File: src/rtl/ov7670_capture.sv
// ============================================================================
// Module   : ov7670_capture
// Purpose  : OV7670 byte-stream capture. Packs byte pairs into RGB565 words
//            and drives the write port of a IMG_W x IMG_H frame buffer.
// Options  : FRAME_SKIP_EN - when defined, only every other captured frame
//            is written; the first frame after reset is written.
// Revision : 1.0 - initial release
// ============================================================================
`default_nettype none

module ov7670_capture #(
  parameter int IMG_W = 320,
  parameter int IMG_H = 240,
  localparam int AW   = $clog2(IMG_W * IMG_H)
) (
  input  logic          clk,
  input  logic          reset_n,
  input  logic          vsync,
  input  logic          href,
  input  logic [7:0]    data,
  input  logic          enable,
  output logic          we,
  output logic [AW-1:0] wAddr,
  output logic [15:0]   wData,
  output logic          frame_done,
  output logic          busy,
  output logic          line_err
);

  // x saturates at IMG_W, y at IMG_H, line_base reaches IMG_W*IMG_H
  localparam int XW  = $clog2(IMG_W + 1);
  localparam int YW  = $clog2(IMG_H + 1);
  localparam int LBW = $clog2(IMG_W * IMG_H + 1);

  localparam logic [XW-1:0]  X_END   = XW'(IMG_W);
  localparam logic [YW-1:0]  Y_END   = YW'(IMG_H);
  localparam logic [LBW-1:0] LB_STEP = LBW'(IMG_W);

  typedef enum logic [1:0] {
    IDLE    = 2'd0,
    SYNC    = 2'd1,
    CAPTURE = 2'd2
  } state_t;

  state_t          state;
  state_t          state_next;
  logic            start_cap;
  logic            frame_end;
  logic            write_ok;

  logic            vsync_d;
  logic            href_d;
  logic            phase;
  logic [7:0]      hi_byte;
  logic [XW-1:0]   x;
  logic [YW-1:0]   y;
  logic [LBW-1:0]  line_base;

  assign busy = (state == CAPTURE);

`ifdef FRAME_SKIP_EN
  logic frame_odd;

  // Frame parity flips on every CAPTURE entry; reset value makes frame 0 even
  always_ff @(posedge clk or negedge reset_n) begin
    if (!reset_n) begin
      frame_odd <= 1'b1;
    end else if (start_cap) begin
      frame_odd <= ~frame_odd;
    end
  end

  assign write_ok = ~frame_odd;
`else
  assign write_ok = 1'b1;
`endif

  // State register
  always_ff @(posedge clk or negedge reset_n) begin
    if (!reset_n) begin
      state <= IDLE;
    end else begin
      state <= state_next;
    end
  end

  // Next-state logic; enable only matters at the SYNC->CAPTURE decision
  always_comb begin
    state_next = state;
    start_cap  = 1'b0;
    frame_end  = 1'b0;
    case (state)
      IDLE: begin
        if (vsync) begin
          state_next = SYNC;
        end
      end
      SYNC: begin
        if (!vsync) begin
          if (enable) begin
            state_next = CAPTURE;
            start_cap  = 1'b1;
          end else begin
            state_next = IDLE;
          end
        end
      end
      CAPTURE: begin
        if (vsync && !vsync_d) begin
          state_next = SYNC;
          frame_end  = 1'b1;
        end
      end
      default: state_next = IDLE;
    endcase
  end

  // Byte pairing, pixel writes, line accounting; frame end wins over line end
  always_ff @(posedge clk or negedge reset_n) begin
    if (!reset_n) begin
      vsync_d    <= 1'b0;
      href_d     <= 1'b0;
      phase      <= 1'b0;
      hi_byte    <= '0;
      x          <= '0;
      y          <= '0;
      line_base  <= '0;
      we         <= 1'b0;
      wAddr      <= '0;
      wData      <= '0;
      frame_done <= 1'b0;
      line_err   <= 1'b0;
    end else begin
      vsync_d    <= vsync;
      href_d     <= href;
      we         <= 1'b0;
      frame_done <= 1'b0;
      if (start_cap) begin
        x         <= '0;
        y         <= '0;
        line_base <= '0;
        phase     <= 1'b0;
        line_err  <= 1'b0;
      end else if (frame_end) begin
        frame_done <= 1'b1;
      end else if (state == CAPTURE) begin
        if (href) begin
          if (!phase) begin
            hi_byte <= data;
            phase   <= 1'b1;
          end else begin
            phase <= 1'b0;
            if (x < X_END) begin
              if (y < Y_END) begin
                we    <= write_ok;
                wData <= {hi_byte, data};
                wAddr <= AW'(line_base + LBW'(x));
              end
              x <= x + 1'b1;
            end
          end
        end else if (href_d) begin
          if ((x != X_END) || phase) begin
            line_err <= 1'b1;
          end
          x     <= '0;
          phase <= 1'b0;
          if (y < Y_END) begin
            y         <= y + 1'b1;
            line_base <= line_base + LB_STEP;
          end
        end
      end
    end
  end

endmodule

`default_nettype wire
File: config.mk
export PLATFORM = sky130hd
export DESIGN_NAME = ov7670_capture
export DESIGN_NICKNAME = d
export VERILOG_FILES = /design/src/rtl/ov7670_capture.sv
export SDC_FILE = /design/constraint.sdc
export NUM_CORES = 1
export LEC_CHECK = 0
export BUFFER_PORTS_ARGS = -buffer_cell sky130_fd_sc_hd__buf_2
export CAP_MARGIN = 20
export CORE_UTILIZATION = 35
export DETAILED_ROUTE_END_ITERATION = 12
export GPL_ROUTABILITY_DRIVEN = 0
export HOLD_SLACK_MARGIN = 0.12
export PLACE_DENSITY = 0.64
export SYNTH_ARGS = -nofsm -noshare
export SYNTH_HDL_FRONTEND = slang
export SYNTH_SLANG_ARGS = --single-unit
File: constraint.sdc
create_clock -name clk -period 5.25 [get_ports clk]
set_clock_uncertainty 0.15 [all_clocks]
set_input_delay 1.05 -clock clk [delete_from_list [all_inputs] [get_ports clk]]
set_output_delay 1.05 -clock clk [all_outputs]
set_load 0.1 [all_outputs]
==> results by group, run 1 <==
Outcome
  • Outcome: finished clean

Flow run
  • Max-cap viol count: 0

Floorplan
  • Core ar.: a little under 10000 sq um
  • DIE AREA: 10700 sq um
  • DIE WIDTH: slightly above 100 um
  • Initial core utilization: 0.364
  • Num ports: 50
  • Die H: just over 100 um
  • Placement Rows: 36

Timing
  • Setup ws final: approximately 2.4 ns
  • Relative slew slack: 0.334
  • Final Hold Fails: 0
  • Post-layout min period: between 2 and 3 ns
  • RSZ-0062 raised after global routing: no
  • Final period util: 0.543
  • Hold WS: between 0.3 and 0.4 ns
  • Max-slew violation count: 0
  • Setup_tns: 0 ns
  • # setup viols final: 0
  • Fmax: between 0.3 and 0.4 GHz
  • Least-Margin Pin Slew: 0.993 ns

Clock network
  • H-tree levels: 3
  • Clock tree buffer depth: 2
  • CTS Buf Count: 9
  • Root Buffer Master: clkbuf_8
  • Cts repair resizes: 0
  • CTS tree: done
  • Post-CTS setup buffer count: 0
  • Clock Sinks: just under 80
  • # hold bufs at CTS: 0
  • Worst-Skew Late Latency: between 0.3 and 0.4 ns
  • Clock slew at reported path FFs: approximately 0.1 ns

Setup path
  • Crit-path cells: buf_2, nand2b_1, nand3_1, nor2_4, mux2_2
  • CP max FO: 34
  • Worst setup EP type: flip-flop
  • Crit start category: primary input
  • Reg2reg path depth: 4
  • FF-to-FF End: wData[10]
  • Worst Setup EP: wData[10]
  • Slowest stage delay, CP: between 0.7 and 0.8 ns
  • Worst EP arrival: between 2 and 3 ns
  • CP startpoint: vsync
  • WS Path Type: primary input to flip-flop
  • Worst path slowest cell: nor2_4
  • Reg-to-Reg Start: x[6]
  • R2R setup slack: 2.80 ns
  • Worst path required time: ~5.3 ns

Synthesis
  • Register bit total from synthesis: 77
  • EDFF count, synth: 0
  • Seq/Total Area, Yosys: 0.536
  • Ys Warns: 0
  • Synth Instances: between 300 and 400
  • FFs w/ async S/R, synth: 1.00
  • Synth cell types: 48
  • Syn_nets: 322
  • Prevailing post-synth register cell: dfrtp_1
  • Syn Area/Cell: roughly 12 sq um
  • Cell Area, Synth: 3590 sq um

Power and ir drop
  • Leak Pwr: between 1.5 and 2 nW
  • VDD IR max: between 0.15 and 0.2 mV
  • Pwr dens: about 390 nW/um^2

Placed design
  • Hpwl dp: between 4000 and 5000 um
  • Post-place setup slack: between 2 and 2.5 ns
  • # port buffers: 49

Routing
  • Antenna viol nets, final: 0
  • Wirelength per Cell: approximately 15 um
  • Drt pass-1 iters: 4
  • Drt total wl: between 7000 and 8000 um
  • DR iter-0 viols: approximately 100
  • Via count: around 2.5k
  • DRC Markers: 0
  • Post-DR vias/cell: 5.17

Global route
  • Total track usage: 0.151
  • First-pass GRT wire length: 12300 um
  • Number of global-route vias before repair: 2486
  • Pin count of the biggest net entering global routing: 78
  • Grt total ovfl: 0
  • Antenna violations before repair: 0

Hold path
  • Min-delay worst type: flip-flop to flip-flop
  • Hold path cells: 1

Layout
  • ANT cells: 0
  • Syn-to-layout area delta: 15.2%
  • Layout cell share with drive strength beyond 1: 0.319
  • Final Net Count: approximately 370
  • Final core utilization: 0.420
==> layout by cell type (no fill, tap or decap), types with 4 or more instances in the layout <==
| cell | count |
|---|---|
| clkbuf_8 | 9 |
| nand4_1 | 5 |
| buf_2 | 48 |
| or4_1 | 6 |
| o21ai_0 | 13 |
| nand2_1 | 23 |
| nand2b_1 | 4 |
| or3_1 | 4 |
| mux2_2 | 38 |
| nor2_1 | 9 |
| a21oi_1 | 11 |
| nand3_1 | 13 |
| dfrtp_1 | 77 |
| xor2_1 | 6 |
| nor3_1 | 7 |
| ha_1 | 7 |
| a211oi_1 | 5 |
| o31ai_1 | 9 |
| mux2i_1 | 6 |
==> cells in the mapped netlist, types with 2 or more instances <==
library cell | number | share of area
dfrtp_1 | 77 | 0.54
mux2_2 | 38 | 0.12
nand2_1 | 23 | 0.024
nand3_1 | 13 | 0.018
o21ai_0 | 13 | 0.018
a21oi_1 | 11 | 0.015
nor2_1 | 9 | 0.0094
o31ai_1 | 9 | 0.019
ha_1 | 7 | 0.024
nor3_1 | 7 | 0.0097
mux2i_1 | 6 | 0.017
or4_1 | 6 | 0.013
xor2_1 | 6 | 0.015
a211oi_1 | 5 | 0.010
nand4_1 | 5 | 0.0087
buf_4 | 4 | 0.0084
nand2b_1 | 4 | 0.0070
or3_1 | 4 | 0.0070
and4_1 | 3 | 0.0073
buf_2 | 3 | 0.0042
clkbuf_1 | 3 | 0.0031
inv_1 | 3 | 0.0031
nand4b_1 | 3 | 0.0073
o211ai_1 | 3 | 0.0063
o311ai_0 | 3 | 0.0073
or2_2 | 3 | 0.0052
a2bb2oi_1 | 2 | 0.0049
a31oi_1 | 2 | 0.0035
and2_1 | 2 | 0.0035
and3_1 | 2 | 0.0035
nor2b_1 | 2 | 0.0035
nor3b_1 | 2 | 0.0042
nor4_1 | 2 | 0.0035
nor4bb_1 | 2 | 0.0056
xnor2_1 | 2 | 0.0049
==> cell type report <==
cell class                 instances  area, sq um
clock buffer                       9          124
clock inverter                     7         62.6
fill                             933         5720
inverter                           4         20.0
multi-input combinational        210         1590
sequential                        77         1930
tap                              133          166
timing repair buffer              50          255
==> sequential cells by signal (all words and copies together) (netlist names) <==
name	cells
wAddr	17
wData	16
line_base	11
x	9
hi_byte	8
y	8
state	2
frame_done	1
href_d	1
line_err	1
phase	1
vsync_d	1
we	1
==> metrics by stage <==
| stage | std cells | total power, mW | instance area [sq um] |
|---|---|---|---|
| 4_1_cts | 490 | 1.62 | 4140 |
| 6_report | 490 | 1.60 | 4140 |
| 2_1_floorplan | 302 | 1.10 | 3590 |
| 3_3_place_gp | 474 | 1.18 | 3960 |
| 3_5_place_dp | 474 | 1.18 | 3960 |
| 5_1_grt | 490 | 1.67 | 4140 |
==> logic make-up (layout without fill, tap and decap cells) <==
kind of cell	Yosys count	in the layout	synth area share
AND/OR/NAND/NOR	97	97	0.161
flip-flops	77	77	0.536
AO/OA/AOI/OAI	53	53	0.0961
multiplexers	45	45	0.139
buffers and inverters	15	70	0.0244
XOR/XNOR	8	8	0.0195
adder cells (fa/ha/maj)	7	7	0.0244
==> worst min-delay path by stage <==
stage                          start         end  slack, ns
final                     hi_byte[5]   wData[13]       0.35
after global routing      hi_byte[1]  hi_byte[1]       0.37
after CTS                 hi_byte[5]   wData[13]       0.35
after detailed placement  hi_byte[3]   wData[11]       0.34
after global placement    hi_byte[1]    wData[9]       0.32
after floorplan           hi_byte[1]    wData[9]       0.31
==> power breakdown <==
part | switching (mW) | leakage [nW] | internal, mW
Clock | 0.249 | 0.0863 | 0.181
Sequential | 0.0449 | 1.05 | 0.669
Combinational | 0.358 | 0.848 | 0.0955
Total | 0.652 | 1.98 | 0.946
==> per-layer routing <==
| layer | wire length (um) | global-route usage | part of all wire | up-vias |
|---|---|---|---|---|
| met5 | 0 | 0 | 0 | - |
| met4 | 182 | 0.0813 | 0.025 | 0 |
| met1 | 3370 | 0.209 | 0.47 | 1255 |
| met2 | 3480 | 0.228 | 0.48 | 42 |
| met3 | 190 | 0.0222 | 0.026 | 14 |
| li1 | - | - | - | 1223 |
==> worst max-delay path, delay by kind of cell <==
| family | cells | cell delay [ns] |
|---|---|---|
| mux | 1 | 0.42 |
| simple gates | 3 | 1.32 |
| buf+inv | 1 | 0.13 |
No activity file was read; power rests on OpenSTA's default activity.
==> inputs of run 2 (changes only) <==
Clock period 5.25 ns to 2.75 ns, I/O delays scaled along.
==> results by group, run 2 (synthesis gave the netlist of run 1 again) <==
Layout
  • Most flops, register: wAddr (unchanged)
  • Most frequent cells in the layout: 77 x dfrtp_1, 48 x buf_2, 38 x mux2_2 (unchanged)
  • Filler cell count: 937 (was 933)
  • Layout Cells excl Fill: 497 (was 490)
  • Largest regs: wAddr: 17 flops, wData: 16 flops, line_base: 11 flops (unchanged)
  • Register Area: 1930 sq um (unchanged)
  • ANT cells: 0 (unchanged)
  • Most common cell after layout, fill and taps aside: dfrtp_1 (unchanged)
  • Final Instance Area: 4210 sq um (was 4140 sq um)
  • Layout cell share with drive strength beyond 1: 0.330 (was 0.319)
  • Syn-to-layout area delta: 17.1% (was 15.2%)
  • Largest register FFs: 17 (unchanged)
  • Area of the multi-input gates: 1590 sq um (unchanged)
  • Final Net Count: 379 (was 372)
  • Final core utilization: 0.427 (was 0.420)

Routing
  • Via count: 2574 (was 2534)
  • Antenna viol nets, final: 0 (unchanged)
  • Post-DR vias/cell: 5.18 (was 5.17)
  • Wirelength per Cell: 15.1 um (was 14.7 um)
  • DRC Markers: 0 (unchanged)
  • DR iter-0 viols: 136 (was 103)
  • Drt total wl: 7490 um (was 7220 um)
  • Drt pass-1 iters: 4 (unchanged)

Floorplan
  • Initial core utilization: 0.364 (unchanged)
  • Die H: 103 um (unchanged)
  • DIE WIDTH: 103 um (unchanged)
  • Core ar.: 9860 sq um (unchanged)
  • Num ports: 50 (unchanged)
  • DIE AREA: 10700 sq um (unchanged)
  • Placement Rows: 36 (unchanged)

Placed design
  • Post-place setup slack: 0.413 ns (was 2.02 ns)
  • # port buffers: 49 (unchanged)
  • Placed Area: 4010 sq um (was 3960 sq um)
  • Hpwl dp: 5170 um (was 4850 um)
  • Inst Count DP: 480 (was 474)

Timing
  • Hold WS: 0.201 ns (was 0.350 ns)
  • Final period util: 0.798
  • Setup ws final: 0.555 ns (was 2.40 ns)
  • Fmax: around 0.46 GHz
  • Least-Margin Pin Slew: 0.619 ns (was 0.993 ns)
  • Setup_tns: 0 ns (unchanged)
  • RSZ-0062 raised after global routing: no (unchanged)
  • Max-slew violation count: 0 (unchanged)
  • Final Hold Fails: 0 (unchanged)
  • # setup viols final: 0 (unchanged)
  • Post-layout min period: approximately 2.2 ns
  • Relative slew slack: 0.583 (was 0.334)

Setup path
  • Crit start category: flip-flop (was primary input)
  • Worst EP arrival: 1.49 ns (was 2.94 ns)
  • CP max FO: 8 (was 34)
  • Worst setup EP type: output pin (was flip-flop)
  • WS Path Type: flip-flop to output pin (was primary input to flip-flop)
  • Worst path required time: 2.05 ns (was 5.34 ns)

Power and ir drop
  • Pwr Total: 3.07 mW (was 1.60 mW)
  • Pwr dens: 730 nW/um^2 (was 386 nW/um^2)
  • Leak Pwr: 2.02 nW (was 1.98 nW)
  • VDD IR max: 0.318 mV (was 0.192 mV)

Clock network
  • CTS tree: done (unchanged)
  • Clock tree buffer depth: 2 (unchanged)
  • Clock Sinks: 77 (unchanged)
  • Clock slew at reported path FFs: 0.08 ns (was 0.10 ns)
  • CTS Buf Count: 9 (unchanged)
  • Post-CTS setup buffer count: 0 (unchanged)
  • Cts repair resizes: 0 (unchanged)
  • H-tree levels: 3 (unchanged)
  • Worst-Skew Late Latency: 0.36 ns (about the same)
  • Root Buffer Master: clkbuf_8 (unchanged)

Global route
  • First-pass GRT wire length: 12100 um (was 12300 um)
  • Total track usage: 0.150 (was 0.151)
  • Number of global-route vias before repair: 2548 (was 2486)
  • Antenna violations before repair: 0 (unchanged)
  • Pin count of the biggest net entering global routing: 43 (was 78)
  • Grt total ovfl: 0 (unchanged)

Hold path
  • Min-delay worst type: primary input to flip-flop (was flip-flop to flip-flop)

Flow run
  • Max-cap viol count: 0 (unchanged)

Outcome
  • Outcome: finished clean (unchanged)
[run 2: cell types whose count changed in the layout (fill, tap and decap cells not counted)]
cell	change
buf_4	+5
inv_6	+2
buf_12	+1
clkinvlp_4	-1
dlygate4sd3_1	+1
inv_8	-1
[run 2: where the power goes]
group	internal [mW]	switching, mW
Combinational	0.191	0.690
Sequential	1.28	0.0878
Clock	0.346	0.477
[run 2: worst paths after layout]
path                       cells after the start  startpoint             to  slack [ns]
setup / recovery                               3    state[0]           busy        0.56
hold / removal                                 1       vsync        vsync_d        0.20
setup reg to reg                               5        x[8]      wAddr[13]        0.62
hold reg to reg                                1  hi_byte[1]       wData[9]        0.34
max in group asynchronous                      3     reset_n  line_base[13]        1.33
min in group asynchronous                      2     reset_n      wData[14]        0.52
[run 2: area by class of cell]
type	count	share of cell area
Multi-Input combinational cell	210	0.377
Tap cell	133	0.0395
Clock inverter	7	0.0146
Inverter	4	0.00476
Clock buffer	9	0.0294
Sequential cell	77	0.458
Timing Repair Buffer	57	0.0767
[run 2: worst max-delay path, cell delays in order (launching register included)]
cell      delay [ns]
dfrtp_1         0.41
nand2b_4        0.19
clkinv_4        0.10
buf_2           0.43
[run 2: what timing repair did]
item,4_1_cts,5_1_grt
setup endpoints to repair,0,0
endpoints found under the hold margin,35,0
hold buffers,1,0
[run 2: routing by layer]
metal	routed length [um]	GRT usage
met1	3380	0.192
met4	262	0.0921
met5	0	0
met3	283	0.0296
met2	3570	0.235
==> inputs of run 3 (changes only) <==
Clock period 2.75 ns to 2.15 ns, I/O delays scaled along.
==> results by group, run 3 (synthesis gave the netlist of run 1 again) <==
Layout
  • Most common cell after layout, fill and taps aside: dfrtp_1 (unchanged)
  • Largest regs: wAddr: 17 flops, wData: 16 flops, line_base: 11 flops (unchanged)
  • Filler cell count: 951 (was 937)
  • Syn-to-layout area delta: 21.1% (was 17.1%)
  • Final Instance Area: 4350 sq um (was 4210 sq um)
  • Most flops, register: wAddr (unchanged)
  • Most frequent cells in the layout: 77 x dfrtp_1, 48 x buf_2, 38 x mux2_2 (unchanged)
  • ANT cells: 0 (unchanged)
  • Register Area: 1930 sq um (unchanged)
  • Final Net Count: 393 (was 379)
  • Area of the multi-input gates: 1590 sq um (about the same)
  • Layout cell share with drive strength beyond 1: 0.344 (was 0.330)
  • Final core utilization: 0.441 (was 0.427)
  • Largest register FFs: 17 (unchanged)

Clock network
  • Clock tree buffer depth: 2 (unchanged)
  • Post-CTS setup buffer count: 0 (unchanged)
  • CTS Buf Count: 9 (unchanged)
  • Clock slew at reported path FFs: 0.08 ns (about the same)
  • Worst-Skew Late Latency: 0.36 ns (about the same)
  • CTS tree: done (unchanged)
  • Clock Sinks: 77 (unchanged)
  • Root Buffer Master: clkbuf_8 (unchanged)
  • H-tree levels: 3 (unchanged)

Timing
  • # setup viols final: 0 (unchanged)
  • Final Hold Fails: 0 (unchanged)
  • Relative slew slack: 0.666 (was 0.583)
  • Max-slew violation count: 0 (unchanged)
  • Least-Margin Pin Slew: 0.497 ns (was 0.619 ns)
  • RSZ-0062 raised after global routing: no (unchanged)
  • Post-layout min period: ~2.1 ns
  • Hold WS: 0.159 ns (was 0.201 ns)
  • Fmax: just under 0.5 GHz
  • Final period util: 0.961

Floorplan
  • DIE WIDTH: 103 um (unchanged)
  • Die H: 103 um (unchanged)
  • Num ports: 50 (unchanged)
  • Core ar.: 9860 sq um (unchanged)
  • Placement Rows: 36 (unchanged)
  • DIE AREA: 10700 sq um (unchanged)
  • Initial core utilization: 0.364 (unchanged)

Setup path
  • WS Path Type: flip-flop to flip-flop (was flip-flop to output pin)
  • Reg2reg path depth: 5 (unchanged)
  • R2R setup slack: 0.08 ns (was 0.62 ns)
  • CP max FO: 6 (was 8)
  • Crit start category: flip-flop (unchanged)
  • FF-to-FF End: wAddr[16] (was wAddr[13])
  • Worst path required time: 2.23 ns (was 2.05 ns)
  • Reg-to-Reg Start: x[7] (was x[8])
  • Worst EP arrival: 2.14 ns (was 1.49 ns)
  • Worst setup EP type: flip-flop (was output pin)

Power and ir drop
  • Pwr Total: 4.01 mW (was 3.07 mW)
  • VDD IR max: 0.429 mV (was 0.318 mV)
  • Pwr dens: 921 nW/um^2 (was 730 nW/um^2)
  • Leak Pwr: 2.10 nW (was 2.02 nW)

Flow run
  • Max-cap viol count: 0 (unchanged)

Global route
  • Number of global-route vias before repair: 2569 (was 2548)
  • First-pass GRT wire length: 12600 um (was 12100 um)
  • Antenna violations before repair: 0 (unchanged)
  • Grt total ovfl: 0 (unchanged)
  • Pin count of the biggest net entering global routing: 47 (was 43)
  • Total track usage: 0.158 (was 0.150)

Routing
  • Drt total wl: 7600 um (was 7490 um)
  • Drt pass-1 iters: 4 (unchanged)
  • Wirelength per Cell: 14.9 um (was 15.1 um)
  • Post-DR vias/cell: 5.09 (was 5.18)
  • Via count: 2602 (was 2574)
  • Antenna viol nets, final: 0 (unchanged)
  • DRC Markers: 0 (unchanged)
  • DR iter-0 viols: 146 (was 136)

Hold path
  • Min-delay worst type: primary input to flip-flop (unchanged)
  • Hold path cells: 2 (was 1)
  • HP Start: data[1] (was vsync)
  • WHS Endpoint: wData[1] (was vsync_d)

Placed design
  • Hpwl dp: 5420 um (was 5170 um)
  • # port buffers: 49 (unchanged)
  • Placed Area: 4120 sq um (was 4010 sq um)

Outcome
  • Outcome: finished clean (unchanged)
## run 3: cell count changes in the layout (fill, tap and decap cells not counted), moves of 2 or more
cell and delta:
buf_4 +11, clkbuf_1 +2, clkinv_4 +2, clkinvlp_4 -2
dlygate4sd3_1 +2, inv_6 -3
## run 3: layer usage
metal | routed length, um | vias to the layer above | part of all wire | GRT usage
met3 | 232 | 11 | 0.031 | 0.0423
met5 | 0 | - | 0 | 0
met1 | 3490 | 1280 | 0.46 | 0.200
met4 | 132 | 0 | 0.017 | 0.0618
met2 | 3750 | 37 | 0.49 | 0.257
li1 | - | 1274 | - | -
## run 3: per-stage QoR
stage | std cells | setup TNS (ns) | setup slack (ns)
2_1_floorplan | 302 | 0 | 0.239
3_3_place_gp | 492 | 0 | 0.0819
3_5_place_dp | 492 | -0.0121 | -0.0121
4_1_cts | 511 | 0 | 0.0626
5_1_grt | 511 | 0 | 0.00619
6_report | 511 | 0 | 0.0832
## run 3: critical path, stage by stage (launching register included)
cell and delay [ns]:
dfrtp_1 0.47, ha_1 0.40, a211oi_4 0.33, nor2_1 0.14
a211oi_1 0.34, a2bb2oi_1 0.10
## run 3: how the worst max path moves through the flow
stage / start / end / slack (ns)
detailed placement: x[7] / wAddr[16] / -0.01
CTS: x[7] / wAddr[16] / 0.06
global placement: x[7] / wAddr[15] / 0.08
global route: x[7] / wAddr[16] / 0.006
finish: x[7] / wAddr[16] / 0.08
floorplan: state[0] / wAddr[0] / 0.24
## run 3: what timing repair did
item	4_1_cts	5_1_grt
gates resized for setup	1	0
hold buffers	3	0
endpoints found under the hold margin	33	0
pin swaps	0	1
setup endpoints to repair	1	2
## run 3: cell type report
class / instances / share of cell area
multi-input cells: 210 / 0.366
clock buffers: 12 / 0.0333
well taps: 133 / 0.0382
clock inverters: 4 / 0.0129
repair buffers: 71 / 0.102
flip-flops and latches: 77 / 0.443
inverters: 4 / 0.00460
## run 3: where the power goes
part	internal [mW]	switching, mW
logic	0.260	0.883
clock network	0.577	0.541
registers	1.64	0.112
total	2.47	1.54
